--- src/rtl/seg_scan_capture.sv ---
// seg_scan_capture: samples a scanned seven-segment bus and rebuilds the displayed hex word.
module seg_scan_capture #(
  parameter int DIGITS        = 4,
  parameter int STABLE_CYCLES = 4
) (
  input  logic                  clock,
  input  logic                  reset,
  input  logic [6:0]            segment,
  input  logic [2:0]            digit_sel,
  input  logic                  err_clr,
  output logic [4*DIGITS-1:0]   digits,
  output logic [DIGITS-1:0]     digit_valid,
  output logic                  frame_done,
  output logic                  err
);
  localparam logic [7:0] SC = 8'(STABLE_CYCLES);

  logic [9:0]              in_q, in_d;
  logic                    started_q;
  logic [7:0]              cnt_q, cnt_d;
  logic [DIGITS-1:0][3:0]  dig_q, dig_d;
  logic [DIGITS-1:0]       val_q, val_d, seen_q, seen_d;
  logic                    frame_q, frame_d, err_q, err_d;
  logic                    accept, known, blank, in_range;
  logic [3:0]              nib;

  assign in_d     = {digit_sel, segment};
  assign cnt_d    = (!started_q || in_d != in_q) ? 8'd1 : (cnt_q == SC ? cnt_q : cnt_q + 8'd1);
  // Fires only on the edge that lifts the count from SC-1 to SC, so a held pattern is taken once.
  assign accept   = started_q && in_d == in_q && cnt_q == SC - 8'd1;
  assign blank    = in_q[6:0] == 7'h00;
  assign in_range = {5'd0, in_q[9:7]} < 8'(DIGITS);
  assign frame_d  = &seen_q;

  always_comb begin
    known = 1'b1;
    nib   = 4'h0;
    case (in_q[6:0])
      7'h3F: nib = 4'h0;
      7'h06: nib = 4'h1;
      7'h5B: nib = 4'h2;
      7'h4F: nib = 4'h3;
      7'h66: nib = 4'h4;
      7'h6D: nib = 4'h5;
      7'h7D: nib = 4'h6;
      7'h07: nib = 4'h7;
      7'h7F: nib = 4'h8;
      7'h6F: nib = 4'h9;
      7'h77: nib = 4'hA;
      7'h7C: nib = 4'hB;
      7'h39: nib = 4'hC;
      7'h5E: nib = 4'hD;
      7'h79: nib = 4'hE;
      7'h71: nib = 4'hF;
      default: known = 1'b0;
    endcase
  end

  always_comb begin
    dig_d  = dig_q;
    val_d  = val_q;
    seen_d = frame_d ? '0 : seen_q;
    err_d  = !err_clr && (err_q || (accept && in_range && !known && !blank));
    for (int i = 0; i < DIGITS; i++) begin
      if (accept && in_q[9:7] == 3'(i) && (known || blank)) begin
        seen_d[i] = 1'b1;
        val_d[i]  = known;
        dig_d[i]  = known ? nib : dig_q[i];
      end
    end
  end

  always_ff @(posedge clock or negedge reset) begin
    if (!reset) begin
      in_q      <= '0;
      started_q <= 1'b0;
      cnt_q     <= '0;
      dig_q     <= '0;
      val_q     <= '0;
      seen_q    <= '0;
      frame_q   <= 1'b0;
      err_q     <= 1'b0;
    end else begin
      in_q      <= in_d;
      started_q <= 1'b1;
      cnt_q     <= cnt_d;
      dig_q     <= dig_d;
      val_q     <= val_d;
      seen_q    <= seen_d;
      frame_q   <= frame_d;
      err_q     <= err_d;
    end
  end

  assign digits      = dig_q;
  assign digit_valid = val_q;
  assign frame_done  = frame_q;
  assign err         = err_q;
endmodule

--- config.mk ---
export PLATFORM = sky130hd
export DESIGN_NAME = seg_scan_capture
export DESIGN_NICKNAME = d
export VERILOG_FILES = /design/src/rtl/seg_scan_capture.sv
export SDC_FILE = /design/constraint.sdc
export NUM_CORES = 1
export LEC_CHECK = 0
export CAP_MARGIN = 20
export CORE_UTILIZATION = 55
export CTS_CLUSTER_DIAMETER = 150
export CTS_CLUSTER_SIZE = 12
export DETAILED_ROUTE_END_ITERATION = 10
export GPL_ROUTABILITY_DRIVEN = 0
export MAX_ROUTING_LAYER = met4
export PLACE_DENSITY = 0.79
export SETUP_SLACK_MARGIN = 0.1
export SLEW_MARGIN = 20
export SYNTH_ARGS = -nofsm -noshare
export SYNTH_HDL_FRONTEND = slang
export SYNTH_SLANG_ARGS = --single-unit
--- constraint.sdc ---
create_clock -name clock -period 2.9 [get_ports clock]
set_input_delay 0.29 -clock clock [delete_from_list [all_inputs] [get_ports clock]]
set_output_delay 0.29 -clock clock [all_outputs]
set_load 0.005 [all_outputs]
==> results.ini <==
[setup_path]
r2r_end = digit_valid[3]
crit_family = simple AND/OR/NAND/NOR gates
cpMostUsedCell = o21ai_0
critPathMaxFanout = 11
slowest_stage = or3b_2
timing.rr.start = cnt_q[0]
path_depth = 6
r2r_setup_slack_ns = 0.30
rr_worst_depth = 6
crit_chain = ha_1, or3b_2, or4_1, or4_4, o21ai_0, o21ai_0
crit_path_end_kind = flop
path_buf_inv = 0
arrival_ns = 2.76
startpoint_type = flop
required_ns = 3.06
slowest_delay_ns = 0.51
path_class = reg2reg

[final_layout]
areaGrowthSynthToFinish_pct = 16.5
diodes = 0
mostFrequentLayoutCells = dfrtp_1, clkdlybuf4s50_1, nor2_1
multi_input_area_mm2 = 0.00121
seq_area_mm2 = 0.00113
finalNetCount = 305
drive_gt1_frac = 0.0653
design_area_mm2 = 0.00296
final_common_cell = dfrtp_1
finish.utilization = 0.674
fillers = 383

[run]
maxCapViolations = 0

[power_and_ir_drop]
netSwitchingFraction = 0.241
ir_drop_v = 0.000298
pwr-share-seq = 0.530
power.leakage_nw = 1.28
power.clock.fraction = 0.389
p_int_mw = 0.938
combPwrFrac = 0.081
switching_power_mw = 0.299
p_per_area_mw_per_mm2 = 418

[clock_network]
cts.hold.buffers_added = 0
ctsResizeCount = 0
post_cts.repair.setup_buffers = 0
cts_tree = built
clock_latency_ns = 0.30
cts_buffers = 5
root_buffer = clkbuf_8
cts.sinks = 45
cts_buffer_depth = 2
clk_pin_slew_ns = 0.09
htree_levels = 2

[sta]
min_period_ns = 2.60
fin_skew_ns = 0.0107
setup_violations = 0
maxSlewViolCount = 0
rsz0062_at_grt = no
finalCritPeriodShare = 0.895
worstMarginPinSlew_ns = 0.963
fin_setup_tns_ns = 0
fmaxAchievable_mhz = 385
max-slew-margin-rel = 0.358
hold_viol = 0

[floorplan]
pin_count = 35
die_w_um = 69.9
num_rows = 24
start_util = 0.579
coreArea_mm2 = 0.00438
die_h_um = 69.9
dieArea_mm2 = 0.00489

[grt]
gr-total-overflow = 0
grt_max_degree = 46
antenna_found_initial = 0
grt_pass1_wl_um = 9140
grt_pass1_vias = 1906
grt_usage = 0.240

[synth]
synth_top_area_share = 0.444
yosysTopAreaCell = dfrtp_1
synth_seq_cells = 45
ys.flop_type = dfrtp_1
syn_inst = 269
syn_area_per_cell_um2 = 9.43
synth_nets = 284
synth_cell_types = 45
synth_area_mm2 = 0.00254
synthArstFlopShare = 1.00
synth_area_leaders = dfrtp_1, a32oi_1, o31a_1
synth-edff-count = 0
yosysSeqAreaShare = 0.444
ys_warn_count = 0

[placement]
dpl_cell_area_mm2 = 0.00284
io_buffers = 34
detailed_place_hpwl_um = 3580

[hold_path]
hp-class = in2async

[outcome]
outcome = completed

[route]
remaining_drc_errors = 0
dr_total_vias = 2076
drtIter0Drc = 195
wl_um = 5200
wl_per_cell_um = 15.2
postRouteAntennaNets = 0
drt_pre_antenna_iters = 4
viasPerCell = 6.05

sequential cells by signal, indices dropped and copies added (netlist names):
signal / cells
in_q: 10
started_q: 1
cnt_q: 8
digit_valid: 4
err: 1
digits: 16
frame_done: 1
seen_q: 4
stage by stage:
stage,setup slack (ns),power (mW),std cells,hold slack (ns)
after floorplan,0.429,0.724,269,-0.00559
after global placement,0.414,0.768,335,0.469
after detailed placement,0.315,0.769,335,0.480
after CTS,0.290,1.25,343,0.171
after global routing,0.168,1.29,343,0.215
final,0.304,1.24,343,0.136
power by group through the flow:
stage,Combinational (mW),Clock [mW],Sequential [mW]
final,0.0998,0.481,0.656
after global routing,0.112,0.520,0.659
after CTS,0.101,0.489,0.656
after detailed placement,0.101,0,0.668
after global placement,0.0996,0,0.668
after floorplan,0.0702,0,0.654
Yosys cell counts (all sizes together) (2+ instances only):
| cell type | instances |
|---|---|
| dfrtp | 45 |
| nor2 | 26 |
| inv | 24 |
| a32oi | 16 |
| o31a | 16 |
| clkbuf | 14 |
| o21ai | 13 |
| nand2 | 12 |
| xnor2 | 12 |
| nand4 | 10 |
| or4 | 10 |
| nand3 | 9 |
| buf | 8 |
| and3 | 7 |
| xor2 | 5 |
| nand3b | 4 |
| nand2b | 3 |
| a21oi | 2 |
| and2 | 2 |
| ha | 2 |
| mux2i | 2 |
| nor2b | 2 |
| nor3 | 2 |
| nor4 | 2 |
| nor4b | 2 |
| o211a | 2 |
| or3b | 2 |
per-layer routing:
| metal | track usage | part of all wire | vias to the layer above |
|---|---|---|---|
| met1 | 0.330 | 0.47 | 1002 |
| met4 | 0.0711 | 0.0085 | 0 |
| met3 | 0.0519 | 0.036 | 6 |
| met5 | - | 0 | - |
| met2 | 0.359 | 0.49 | 57 |
| li1 | - | - | 1011 |
worst max-delay path by stage:
stage	end	slack (ns)	from
after floorplan	digits[10]	0.43	cnt_q[0]
after global placement	digits[14]	0.41	cnt_q[0]
final	digit_valid[3]	0.30	cnt_q[0]
after CTS	digit_valid[3]	0.29	cnt_q[0]
after global routing	digit_valid[1]	0.17	cnt_q[0]
after detailed placement	digit_valid[3]	0.32	cnt_q[0]
kinds of logic (layout without fill, tap and decap cells):
logic type,Yosys count,after routing,synth area share
AOI/OAI and AO/OA,57,57,0.174
xor gates and xnor gates,17,17,0.0587
adders and majority gates,2,2,0.00986
buffers and inverters,46,68,0.0794
DFF,45,45,0.444
muxes,3,3,0.0123
other,1,1,0.00148
and+or+nand+nor,98,98,0.221
area by class of cell:
cell class,instances,area share
clock inverters,3,0.0157
flip-flops and latches,45,0.381
repair buffers,36,0.118
inverters,24,0.0305
well taps,52,0.0220
clock buffers,5,0.0233
multi-input cells,178,0.409
(Power assumes the default switching activity.)
